## src/rtl/arcade_input_pkg.sv

```systemverilog
// Shared types and default timing for the arcade coin/start input conditioner.
// Cycle defaults assume a 24.576 MHz clk_sys.
package arcade_input_pkg;

  typedef enum logic [2:0] {
    IDLE  = 3'd0,
    COIN  = 3'd1,
    GAP   = 3'd2,
    START = 3'd3,
    HOLD  = 3'd4
  } seq_state_t;

  localparam int DEF_DEB_CYCLES   = 122880;   // 5 ms
  localparam int DEF_COIN_CYCLES  = 2457600;  // 100 ms
  localparam int DEF_GAP_CYCLES   = 4915200;  // 200 ms
  localparam int DEF_START_CYCLES = 2457600;  // 100 ms
  localparam int DEF_CNT_W        = 23;

endpackage

```

## src/rtl/arcade_coin_start_seq_if.sv

```systemverilog
// Raw button inputs, mode select and conditioned outputs of the coin/start sequencer.
// master drives the raw side, slave is the conditioner itself.
interface arcade_coin_start_seq_if;

  logic start1_in;
  logic start2_in;
  logic coin1_in;
  logic coin2_in;
  logic auto_coin;
  logic coin_out;
  logic start1_out;
  logic start2_out;
  logic busy;

  modport master (
    output start1_in, start2_in, coin1_in, coin2_in, auto_coin,
    input  coin_out, start1_out, start2_out, busy
  );

  modport slave (
    input  start1_in, start2_in, coin1_in, coin2_in, auto_coin,
    output coin_out, start1_out, start2_out, busy
  );

endinterface

```

## src/rtl/arcade_coin_start_seq_debounce.sv

```systemverilog
// Two-flop synchroniser followed by a stable-level debouncer; the output
// flips only after DEB_CYCLES consecutive cycles of disagreement.
module input_debounce #(
  parameter int DEB_CYCLES = 122880
) (
  input  logic clk_sys,
  input  logic reset,
  input  logic din,
  output logic dout
);

  localparam int DW = (DEB_CYCLES > 1) ? $clog2(DEB_CYCLES) : 1;

  logic          meta;
  logic          sync;
  logic [DW-1:0] cnt;

  // Synchroniser for the asynchronous raw input
  always_ff @(posedge clk_sys) begin
    if (reset) begin
      meta <= 1'b0;
      sync <= 1'b0;
    end else begin
      meta <= din;
      sync <= meta;
    end
  end

  // Any agreement restarts the stability count
  always_ff @(posedge clk_sys) begin
    if (reset) begin
      cnt  <= {DW{1'b0}};
      dout <= 1'b0;
    end else if (sync == dout) begin
      cnt  <= {DW{1'b0}};
    end else if (cnt == DW'(DEB_CYCLES - 1)) begin
      cnt  <= {DW{1'b0}};
      dout <= sync;
    end else begin
      cnt  <= cnt + DW'(1);
    end
  end

endmodule

```

## src/rtl/arcade_coin_start_seq.sv

```systemverilog
// Coin/start input conditioner: debounces raw buttons and turns one start press
// into a timed coin pulse, gap and matching start pulse for the game CPU.
module arcade_coin_start_seq
  import arcade_input_pkg::*;
#(
  parameter int DEB_CYCLES   = DEF_DEB_CYCLES,
  parameter int COIN_CYCLES  = DEF_COIN_CYCLES,
  parameter int GAP_CYCLES   = DEF_GAP_CYCLES,
  parameter int START_CYCLES = DEF_START_CYCLES,
  parameter int CNT_W        = DEF_CNT_W
) (
  input logic                    clk_sys,
  input logic                    reset,
  arcade_coin_start_seq_if.slave io
);

  logic start1_db, start2_db, coin1_db, coin2_db;
  logic start1_prev, start2_prev;
  logic start1_edge, start2_edge;

  seq_state_t       state, next_state;
  logic [CNT_W-1:0] cnt, next_cnt;
  logic             sel, next_sel;  // 0 = start1, 1 = start2
  logic             auto_coin_pulse, auto_start1_pulse, auto_start2_pulse;

  input_debounce #(.DEB_CYCLES(DEB_CYCLES)) u_deb_start1 (
    .clk_sys(clk_sys), .reset(reset), .din(io.start1_in), .dout(start1_db));
  input_debounce #(.DEB_CYCLES(DEB_CYCLES)) u_deb_start2 (
    .clk_sys(clk_sys), .reset(reset), .din(io.start2_in), .dout(start2_db));
  input_debounce #(.DEB_CYCLES(DEB_CYCLES)) u_deb_coin1 (
    .clk_sys(clk_sys), .reset(reset), .din(io.coin1_in), .dout(coin1_db));
  input_debounce #(.DEB_CYCLES(DEB_CYCLES)) u_deb_coin2 (
    .clk_sys(clk_sys), .reset(reset), .din(io.coin2_in), .dout(coin2_db));

  assign start1_edge = start1_db & ~start1_prev;
  assign start2_edge = start2_db & ~start2_prev;

  // Sequencer registers and previous debounced start levels
  always_ff @(posedge clk_sys) begin
    if (reset) begin
      state       <= IDLE;
      cnt         <= {CNT_W{1'b0}};
      sel         <= 1'b0;
      start1_prev <= 1'b0;
      start2_prev <= 1'b0;
    end else begin
      state       <= next_state;
      cnt         <= next_cnt;
      sel         <= next_sel;
      start1_prev <= start1_db;
      start2_prev <= start2_db;
    end
  end

  // Next-state logic; one down-counter reloaded with N-1 on each phase entry
  always_comb begin
    next_state        = state;
    next_cnt          = cnt;
    next_sel          = sel;
    auto_coin_pulse   = 1'b0;
    auto_start1_pulse = 1'b0;
    auto_start2_pulse = 1'b0;
    case (state)
      IDLE: begin
        if (io.auto_coin && (start1_edge || start2_edge)) begin
          next_sel   = ~start1_edge;
          next_cnt   = CNT_W'(COIN_CYCLES - 1);
          next_state = COIN;
        end else begin
          next_state = IDLE;
        end
      end
      COIN: begin
        auto_coin_pulse = 1'b1;
        if (cnt == {CNT_W{1'b0}}) begin
          next_cnt   = CNT_W'(GAP_CYCLES - 1);
          next_state = GAP;
        end else begin
          next_cnt = cnt - CNT_W'(1);
        end
      end
      GAP: begin
        if (cnt == {CNT_W{1'b0}}) begin
          next_cnt   = CNT_W'(START_CYCLES - 1);
          next_state = START;
        end else begin
          next_cnt = cnt - CNT_W'(1);
        end
      end
      START: begin
        auto_start1_pulse = ~sel;
        auto_start2_pulse = sel;
        if (cnt == {CNT_W{1'b0}}) begin
          next_state = HOLD;
        end else begin
          next_cnt = cnt - CNT_W'(1);
        end
      end
      HOLD: begin
        // Wait for key release so a held key cannot retrigger
        if (!start1_db && !start2_db) begin
          next_state = IDLE;
        end else begin
          next_state = HOLD;
        end
      end
      default: begin
        next_state = IDLE;
        next_cnt   = {CNT_W{1'b0}};
      end
    endcase
  end

  // Registered outputs to the core
  always_ff @(posedge clk_sys) begin
    if (reset) begin
      io.coin_out   <= 1'b0;
      io.start1_out <= 1'b0;
      io.start2_out <= 1'b0;
      io.busy       <= 1'b0;
    end else begin
      io.coin_out   <= auto_coin_pulse | coin1_db | coin2_db;
      io.start1_out <= auto_start1_pulse | (~io.auto_coin & start1_db);
      io.start2_out <= auto_start2_pulse | (~io.auto_coin & start2_db);
      io.busy       <= (state != IDLE);
    end
  end

endmodule

```

## src/flat_wrapper.sv

```systemverilog
// flat-port wrapper written by rule: the top's interface ports become plain ports
module arcade_coin_start_seq_flat import arcade_input_pkg::*;
#(
  parameter int DEB_CYCLES   = DEF_DEB_CYCLES,
  parameter int COIN_CYCLES  = DEF_COIN_CYCLES,
  parameter int GAP_CYCLES   = DEF_GAP_CYCLES,
  parameter int START_CYCLES = DEF_START_CYCLES,
  parameter int CNT_W        = DEF_CNT_W
)
  (clk_sys, reset, io_start1_in, io_start2_in, io_coin1_in, io_coin2_in, io_auto_coin, io_coin_out, io_start1_out, io_start2_out, io_busy);
  arcade_coin_start_seq_if io_i ();
  input logic clk_sys;
  input logic reset;
  input wire logic [$bits(io_i.start1_in)-1:0] io_start1_in;
  input wire logic [$bits(io_i.start2_in)-1:0] io_start2_in;
  input wire logic [$bits(io_i.coin1_in)-1:0] io_coin1_in;
  input wire logic [$bits(io_i.coin2_in)-1:0] io_coin2_in;
  input wire logic [$bits(io_i.auto_coin)-1:0] io_auto_coin;
  output wire logic [$bits(io_i.coin_out)-1:0] io_coin_out;
  output wire logic [$bits(io_i.start1_out)-1:0] io_start1_out;
  output wire logic [$bits(io_i.start2_out)-1:0] io_start2_out;
  output wire logic [$bits(io_i.busy)-1:0] io_busy;
  assign io_i.start1_in = io_start1_in;
  assign io_i.start2_in = io_start2_in;
  assign io_i.coin1_in = io_coin1_in;
  assign io_i.coin2_in = io_coin2_in;
  assign io_i.auto_coin = io_auto_coin;
  assign io_coin_out = io_i.coin_out;
  assign io_start1_out = io_i.start1_out;
  assign io_start2_out = io_i.start2_out;
  assign io_busy = io_i.busy;
  arcade_coin_start_seq #(.DEB_CYCLES(DEB_CYCLES), .COIN_CYCLES(COIN_CYCLES), .GAP_CYCLES(GAP_CYCLES), .START_CYCLES(START_CYCLES), .CNT_W(CNT_W)) u_core (.clk_sys(clk_sys), .reset(reset), .io(io_i));
endmodule
```

## config.mk

```make
export PLATFORM = sky130hd
export DESIGN_NAME = arcade_coin_start_seq_flat
export DESIGN_NICKNAME = d
export VERILOG_FILES = /design/src/rtl/arcade_input_pkg.sv /design/src/rtl/arcade_coin_start_seq_if.sv /design/src/rtl/arcade_coin_start_seq_debounce.sv /design/src/rtl/arcade_coin_start_seq.sv /design/src/flat_wrapper.sv
export SDC_FILE = /design/constraint.sdc
export NUM_CORES = 1
export LEC_CHECK = 0
export CAP_MARGIN = 20
export CORE_MARGIN = 2
export CORE_UTILIZATION = 40
export CTS_BUF_LIST = sky130_fd_sc_hd__clkbuf_4 sky130_fd_sc_hd__clkbuf_8
export DETAILED_ROUTE_END_ITERATION = 8
export GPL_TIMING_DRIVEN = 0
export PLACE_DENSITY = 0.64
export SLEW_MARGIN = 20
export SYNTH_ARGS = -nofsm -noshare
export SYNTH_HDL_FRONTEND = slang
export SYNTH_SLANG_ARGS = --single-unit
```

## constraint.sdc

```tcl
create_clock -name clk_sys -period 4.55 [get_ports clk_sys]
set_input_delay 0.91 -clock clk_sys [delete_from_list [all_inputs] [get_ports clk_sys]]
set_output_delay 0.91 -clock clk_sys [all_outputs]
set_load 0.01 [all_outputs]
```

==> impl_results.md, run 1 <==
* Crit path buf inv count at 2
* CP max-delay cell: clkdlybuf4s50_1
* CTS Buf Count at 17
* Syn. warnings at 0
* Final hold vios at 0
* Dpl hpwl at 7220 um
* Most frequent CP cell: o21ai_0
* Maximum clock insertion buffer count at 2
* Fraction of layout cells with a size suffix above 1 at 6.58%
* GRT overflow at 0
* Static Leak at approximately 2.1 nW
* Asr flop ratio synth at 0%
* Worst reg2reg startpoint: u_core.cnt[11]$_SDFFE_PP0P_
* TritonCTS clock tree: done
* Post-CTS Setup Inserts at 0
* CTS root buffer: clkbuf_8
* Worst setup path start: io_auto_coin
* CORE AREA at 12100 um2
* Port Buf Inserts at 10
* Fin worst setup slack at 1780 ps
* Post-synth EDFFs at 0
* Status: finished, final reports clean
* DR vias/cell at 5.11
* Critical Path RT at around 4900 ps
* WL per Instance at around 13 um
* Post-synth cell types at 52
* Placer congestion estimate at 0.893
* CTS Sinks at 113
* CTS Hold Bufs at 0
* Filler Cells Inserted at 1168
* Vias in the first global route at 3961
* Initial Utilization at 41.2%
* Min Tclk post-route at 2770 ps
* Synthesized Nets at 594
* Die Y at 115 um
* Rel. slew slack at 55.2%
* RSZ-0062 raised after global routing: no
* Crit-path cells: clkdlybuf4s50_1, o21ai_0, o21ai_0, and2_1, clkbuf_1, nand2_1, o21ai_0
* End point of the critical path: u_core.cnt[4]$_SDFFE_PP0P_
* DRC violations left at 0
* Initial antenna violation count at 0
* Post-synthesis sequential area ratio at 45.5%
* Post-synthesis average cell area at ~8.5 um2
* Cell family with most CP delay: buffers and inverters
* Clock slew at reported path FFs at 70 ps
* Pwr dens at 382 nW/um2
* Final setup viols at 0
* Final TNS setup at 0 ps
* Gr usage total at 16.6%
* R2r endpoint: u_core.cnt[4]$_SDFFE_PP0P_
* Number of gates resized after cts at 0
* Drt first-iter violations at 215
* Tcrit/Tclk final at 60.9%
* Worst setup SP type: input pin
* IO Pins at 11
* Synth Register Bits at 113
* Via count at 4042
* Crit. path cell count at 7
* VDD IR max at 175 uV
* Mapped Area at 4970 um2
* Max-cap violations at 0
* First-pass GRT wire length at approximately 18000 um
* Worst-margin pin slew at 672 ps
* Post-synth top flop: dfxtp_1
* Drt first pass iters at 5
* R2R depth at 8
* Final Skew at 12.8 ps
* Largest net degree at the start of global routing at 17
* Die Area at 13300 um2
* Row count at 40
* Synth-to-Final Area Change at 14.2%
* Max Slew Vio Count at 0
* CTS HTree Levels at 4
* Chip width at 115 um
* Clk_lat worst skew at 440 ps
* Fmax at 0.361 GHz
* Routed WL at about 10000 um
* Crit. End Element: flip-flop
* Diode count at 0
* ANT nets after route at 0
* Hold Crit Class: flip-flop to flip-flop
* WS Path Type: input pin to flip-flop
* CP arrival at 3130 ps
* Cells after Synth at slightly below 600
* Reg2Reg Setup Slack at roughly 1900 ps
* Pre-CTS setup slack at 1380 ps
* CP Max Fanout at 9
* CP max stage delay at between 500 and 600 ps
* Layout Nets at 623
-- synthesized netlist by cell type, drive strengths merged (2+ instances only) --
| cell type | count | area (um2) |
|---|---|---|
| clkbuf | 13 | 48.8 |
| a311oi | 2 | 17.5 |
| a221o | 2 | 20.0 |
| or4 | 4 | 33.8 |
| or2 | 2 | 12.5 |
| and4 | 6 | 52.6 |
| dfxtp | 113 | 2260 |
| o211ai | 7 | 52.6 |
| a211oi | 2 | 15.0 |
| a31oi | 6 | 37.5 |
| nor4 | 5 | 46.3 |
| nand3 | 32 | 160 |
| a21oi | 25 | 125 |
| and2 | 3 | 18.8 |
| mux2i | 5 | 50.1 |
| a22o | 3 | 26.3 |
| ha | 6 | 75.1 |
| nor2b | 15 | 93.8 |
| o21ai | 14 | 70.1 |
| o22ai | 3 | 18.8 |
| nand2b | 4 | 25.0 |
| nor3b | 3 | 22.5 |
| nand4b | 2 | 17.5 |
| xnor2 | 29 | 254 |
| o32ai | 2 | 17.5 |
| nand4 | 7 | 50.1 |
| buf | 2 | 8.75 |
| nand2 | 38 | 143 |
| or3 | 7 | 43.8 |
| and3 | 19 | 119 |
| o21a | 4 | 30.0 |
| inv | 18 | 67.6 |
| nor2 | 115 | 432 |
| xor2 | 36 | 315 |
| nor3 | 14 | 70.1 |
-- area by class of cell --
class | instances | area [um2] | share of cell area, %
Buffer | 15 | 57.6 | 1.01
Sequential cell | 113 | 2260 | 39.9
Inverter | 18 | 67.6 | 1.19
Multi-Input combinational cell | 435 | 2580 | 45.5
Clock buffer | 19 | 262 | 4.61
Clock inverter | 13 | 135 | 2.38
Timing Repair Buffer | 10 | 100 | 1.76
Tap cell | 168 | 210 | 3.70
-- through the flow --
stage	power [mW]	cell area [um2]	hold WS, ps	cells	utilization [%]
after CTS	2.20	5670	445	791	47.0
after detailed placement	1.26	5280	427	759	43.8
after floorplan	1.21	4970	413	581	-
final	2.17	5670	438	791	47.0
after global placement	1.25	5280	418	759	43.8
after global routing	2.27	5670	453	791	47.0
-- sequential cells by signal, indices dropped and copies added, names as in the netlist, 3 cells and up --
signal / flops
u_core.cnt: 23
u_core.u_deb_coin1.cnt: 17
u_core.u_deb_coin2.cnt: 17
u_core.u_deb_start1.cnt: 17
u_core.u_deb_start2.cnt: 17
u_core.state: 3
-- power breakdown --
| group | total (mW) | internal, mW | switching [mW] |
|---|---|---|---|
| logic | 0.231 | 0.0833 | 0.148 |
| clock network | 0.925 | 0.512 | 0.413 |
| registers | 1.01 | 1.00 | 0.0105 |
| total | 2.17 | 1.60 | 0.571 |
-- worst min-delay path by stage --
stage	start	slack (ps)	to	cells after the start
final	u_core.u_deb_start2.meta$_SDFF_PP0_	440	u_core.u_deb_start2.sync$_SDFF_PP0_	1
after global placement	u_core.u_deb_coin2.meta$_SDFF_PP0_	420	u_core.u_deb_coin2.sync$_SDFF_PP0_	1
after floorplan	u_core.u_deb_coin1.cnt[0]$_SDFF_PP0_	410	u_core.u_deb_coin1.cnt[0]$_SDFF_PP0_	1
after detailed placement	u_core.u_deb_coin1.meta$_SDFF_PP0_	430	u_core.u_deb_coin1.sync$_SDFF_PP0_	1
after CTS	u_core.u_deb_coin2.meta$_SDFF_PP0_	450	u_core.u_deb_coin2.sync$_SDFF_PP0_	1
after global routing	u_core.u_deb_start1.meta$_SDFF_PP0_	450	u_core.u_deb_start1.sync$_SDFF_PP0_	1
-- cell usage in the layout (no fill, tap or decap), types with 3 or more instances in the layout --
| cell type | instances |
|---|---|
| nor2_1 | 115 |
| dfxtp_1 | 113 |
| nand2_1 | 38 |
| xor2_1 | 36 |
| nand3_1 | 32 |
| xnor2_1 | 29 |
| a21oi_1 | 25 |
| and3_1 | 19 |
| clkbuf_8 | 19 |
| inv_1 | 18 |
| nor2b_1 | 15 |
| nor3_1 | 14 |
| o21ai_0 | 14 |
| clkbuf_1 | 13 |
| clkdlybuf4s50_1 | 10 |
| or3_1 | 7 |
| o211ai_1 | 7 |
| nand4_1 | 6 |
| and4_1 | 6 |
| a31oi_1 | 6 |
| ha_1 | 6 |
| mux2i_1 | 5 |
| clkinvlp_4 | 5 |
| nand2b_1 | 4 |
| nor4_1 | 4 |
| o21a_1 | 4 |
| clkinv_2 | 4 |
| nor3b_1 | 3 |
| and2_1 | 3 |
| or4_1 | 3 |
| o22ai_1 | 3 |
| a22o_1 | 3 |
-- metal layers --
metal	wire [um]	track usage [%]	vias to the layer above
li1	-	-	2057
met1	4840	19.9	1913
met2	4800	27.4	57
met3	388	4.81	15
met4	150	8.03	0
met5	0	0	-
-- logic make-up after synthesis --
family	after synthesis	share of synthesized area, %
buffers and inverters	33	2.52
XOR/XNOR	65	11.5
adder cells (fa/ha/maj)	7	1.74
AND/OR/NAND/NOR	279	27.5
AO/OA/AOI/OAI	79	10.2
multiplexers	5	1.01
flip-flops	113	45.5
Note: power is estimated with default switching activity, not from simulation.
==> inputs of run 2 (changes only) <==
Settings changed: PLACE_DENSITY 0.64 to 0.66.
Clock period 4.55 ns to 2.2 ns, I/O delays scaled along.
==> run 2 against run 1 <==
Effect of this change: hold slack gained 1.7 ps; global-route usage increased by 0.35 points; the run now ends with setup timing left; via count increased by 2.6%; critical path type is now flip-flop to flip-flop; non-clock buffer count up 11; highest routed layer unchanged; largest power group is now clock; largest cell class unchanged.
==> impl_results.md, run 2 (synthesis results as in run 1) <==
* CTS HTree Levels at 4 (unchanged)
* Chip width at 115 um (unchanged)
* Max Slew Vio Count at 0 (unchanged)
* Worst-margin pin slew at 700 ps (+27.5 ps)
* GRT overflow at 0 (unchanged)
* Cell area after layout at 6000 um2 (+5.8%)
* Commonest cells after routing, fill and taps aside: nor2_1, dfxtp_1, xor2_1, nand2_1, nand3_1
* Fmax at 0.443 GHz
* CORE AREA at 12100 um2 (unchanged)
* Layout Nets at 635 (+1.9%)
* Dpl hpwl at 7150 um (-0.99%)
* Area after DPL at 5280 um2 (unchanged)
* Max-cap violations at 0 (unchanged)
* ANT nets after route at 0 (unchanged)
* Number of flip-flops in the largest register at 23 (unchanged)
* Die Y at 115 um (unchanged)
* Routed WL at 10600 um (+4.6%)
* DRC violations left at 0 (unchanged)
* Final hold vios at 0 (unchanged)
* WL per Instance at 13.3 um (+3.0%)
* Synth-to-Final Area Change at 20.8%
* Vias in the first global route at 4009 (+1.2%)
* Design Power at 4.90 mW (+130%)
* Row count at 40 (unchanged)
* Crit. End Element: flip-flop
* Pre-CTS setup slack at -514 ps (-1900 ps)
* Violated checks: setup timing
* DR vias/cell at 5.16 (+1.0%)
* Tcrit/Tclk final at 103%
* Maximum clock insertion buffer count at 2 (unchanged)
* Top reg by flops: u_core.cnt
* WS Path Type: flip-flop to flip-flop
* Initial antenna violation count at 0 (unchanged)
* Pwr dens at 816 nW/um2 (+110%)
* RSZ-0062 raised after global routing: yes
* Via count at 4146 (+2.6%)
* Static Leak at 2.20 nW (+7.1%)
* Largest net degree at the start of global routing at 17 (unchanged)
* Die Area at 13300 um2 (unchanged)
* Commonest non-fill, non-tap cell in the layout: nor2_1
* CP arrival at 2610 ps (-520 ps)
* CTS Sinks at 113 (unchanged)
* Critical Path RT at 2560 ps (-2350 ps)
* Initial Utilization at 41.2% (unchanged)
* Fraction of layout cells with a size suffix above 1 at 14.3% (+7.7 points)
* Clock slew at reported path FFs at 60 ps (about the same)
* TritonCTS clock tree: done
* Drt first pass iters at 5 (unchanged)
* VDD IR max at 332 uV (+89%)
* CP Max Fanout at 6 (-3)
* Filler Cells Inserted at 1110 (-5.0%)
* Fin worst setup slack at -55.1 ps (-1840 ps)
* Gr usage total at 16.9% (+0.35 points)
* Placer congestion estimate at 0.871 (-2.5%)
* First-pass GRT wire length at 17900 um (+2.2%)
* Hold Crit Class: flip-flop to flip-flop
* CTS root buffer: clkbuf_8
* CTS Buf Count at 17 (unchanged)
* Clk_lat worst skew at 440 ps (about the same)
* Final Skew at 12.3 ps (-0.524 ps)
* Status: finished with violations
* Min Tclk post-route at between 2000 and 2500 ps
* Worst setup SP type: flip-flop
* Port Buf Inserts at 10 (unchanged)
* Final setup viols at 5 (+5)
* Hold WS at 439 ps (+1.73 ps)
* Rel. slew slack at 53.3% (-1.8 points)
* Drt first-iter violations at 272 (+27%)
* Diode count at 0 (unchanged)
* IO Pins at 11 (unchanged)
==> run 2: area by class of cell <==
cell class | instances | area, um2 | area share (%)
buffer | 11 | 53.8 | 0.896
clock buffer | 20 | 269 | 4.48
clock inverter | 12 | 181 | 3.02
inverter | 18 | 67.6 | 1.13
multi-input combinational | 436 | 2730 | 45.5
sequential | 113 | 2270 | 37.8
tap | 168 | 210 | 3.50
timing repair buffer | 25 | 220 | 3.67
==> run 2: final timing paths <==
kind                                        from                                   to  slack, ps  depth (start not counted)
max                   u_core.cnt[7]$_SDFFE_PP0P_          u_core.cnt[14]$_SDFFE_PP0P_        -60                          8
min          u_core.u_deb_start2.meta$_SDFF_PP0_  u_core.u_deb_start2.sync$_SDFF_PP0_        440                          1
max reg2reg           u_core.cnt[7]$_SDFFE_PP0P_          u_core.cnt[14]$_SDFFE_PP0P_        -60                          8
min reg2reg  u_core.u_deb_start2.meta$_SDFF_PP0_  u_core.u_deb_start2.sync$_SDFF_PP0_        440                          1
==> run 2: per-layer routing <==
layer	global-route usage, %	up-vias	share of wire, %
li1	-	2089	-
met1	19.9	1954	47
met2	28.4	84	47
met3	5.54	19	4.4
met4	7.31	0	1.7
met5	0	-	0
==> run 2: timing repair <==
action                     in CTS  in global routing
gates resized for setup        39                 12
setup endpoints to repair      62                 68
hold buffers                    0                  0
pin swaps                       9                  7
gates cloned                    0                  1
buffers inserted                9                  6
==> run 2: power breakdown <==
part           internal (mW)  switching, mW
registers               2.07         0.0224
clock network           1.31          0.866
logic                  0.274          0.356
==> run 2: stage by stage <==
stage | cells | TNS (ps) | utilization, %
after CTS | 798 | -302 | 49.1
final | 803 | -174 | 49.8
after detailed placement | 759 | -16620 | 43.8
after floorplan | 581 | 0 | -
after global placement | 759 | -14350 | 43.8
after global routing | 803 | -1140 | 49.8
==> run 2: critical path, stage by stage (launching register included) <==
cell and delay [ps]:
dfxtp_2 320, or4_4 560, nor4_4 230, buf_6 160
nand4_4 90, maj3_2 390, buf_6 150, a21boi_1 120
o22ai_1 160
==> inputs of run 3 (changes only) <==
Settings changed: CTS_CLUSTER_DIAMETER set to 40.
==> results of run 3 <==
Final layout, timing and power as in run 2 (identical DEF).
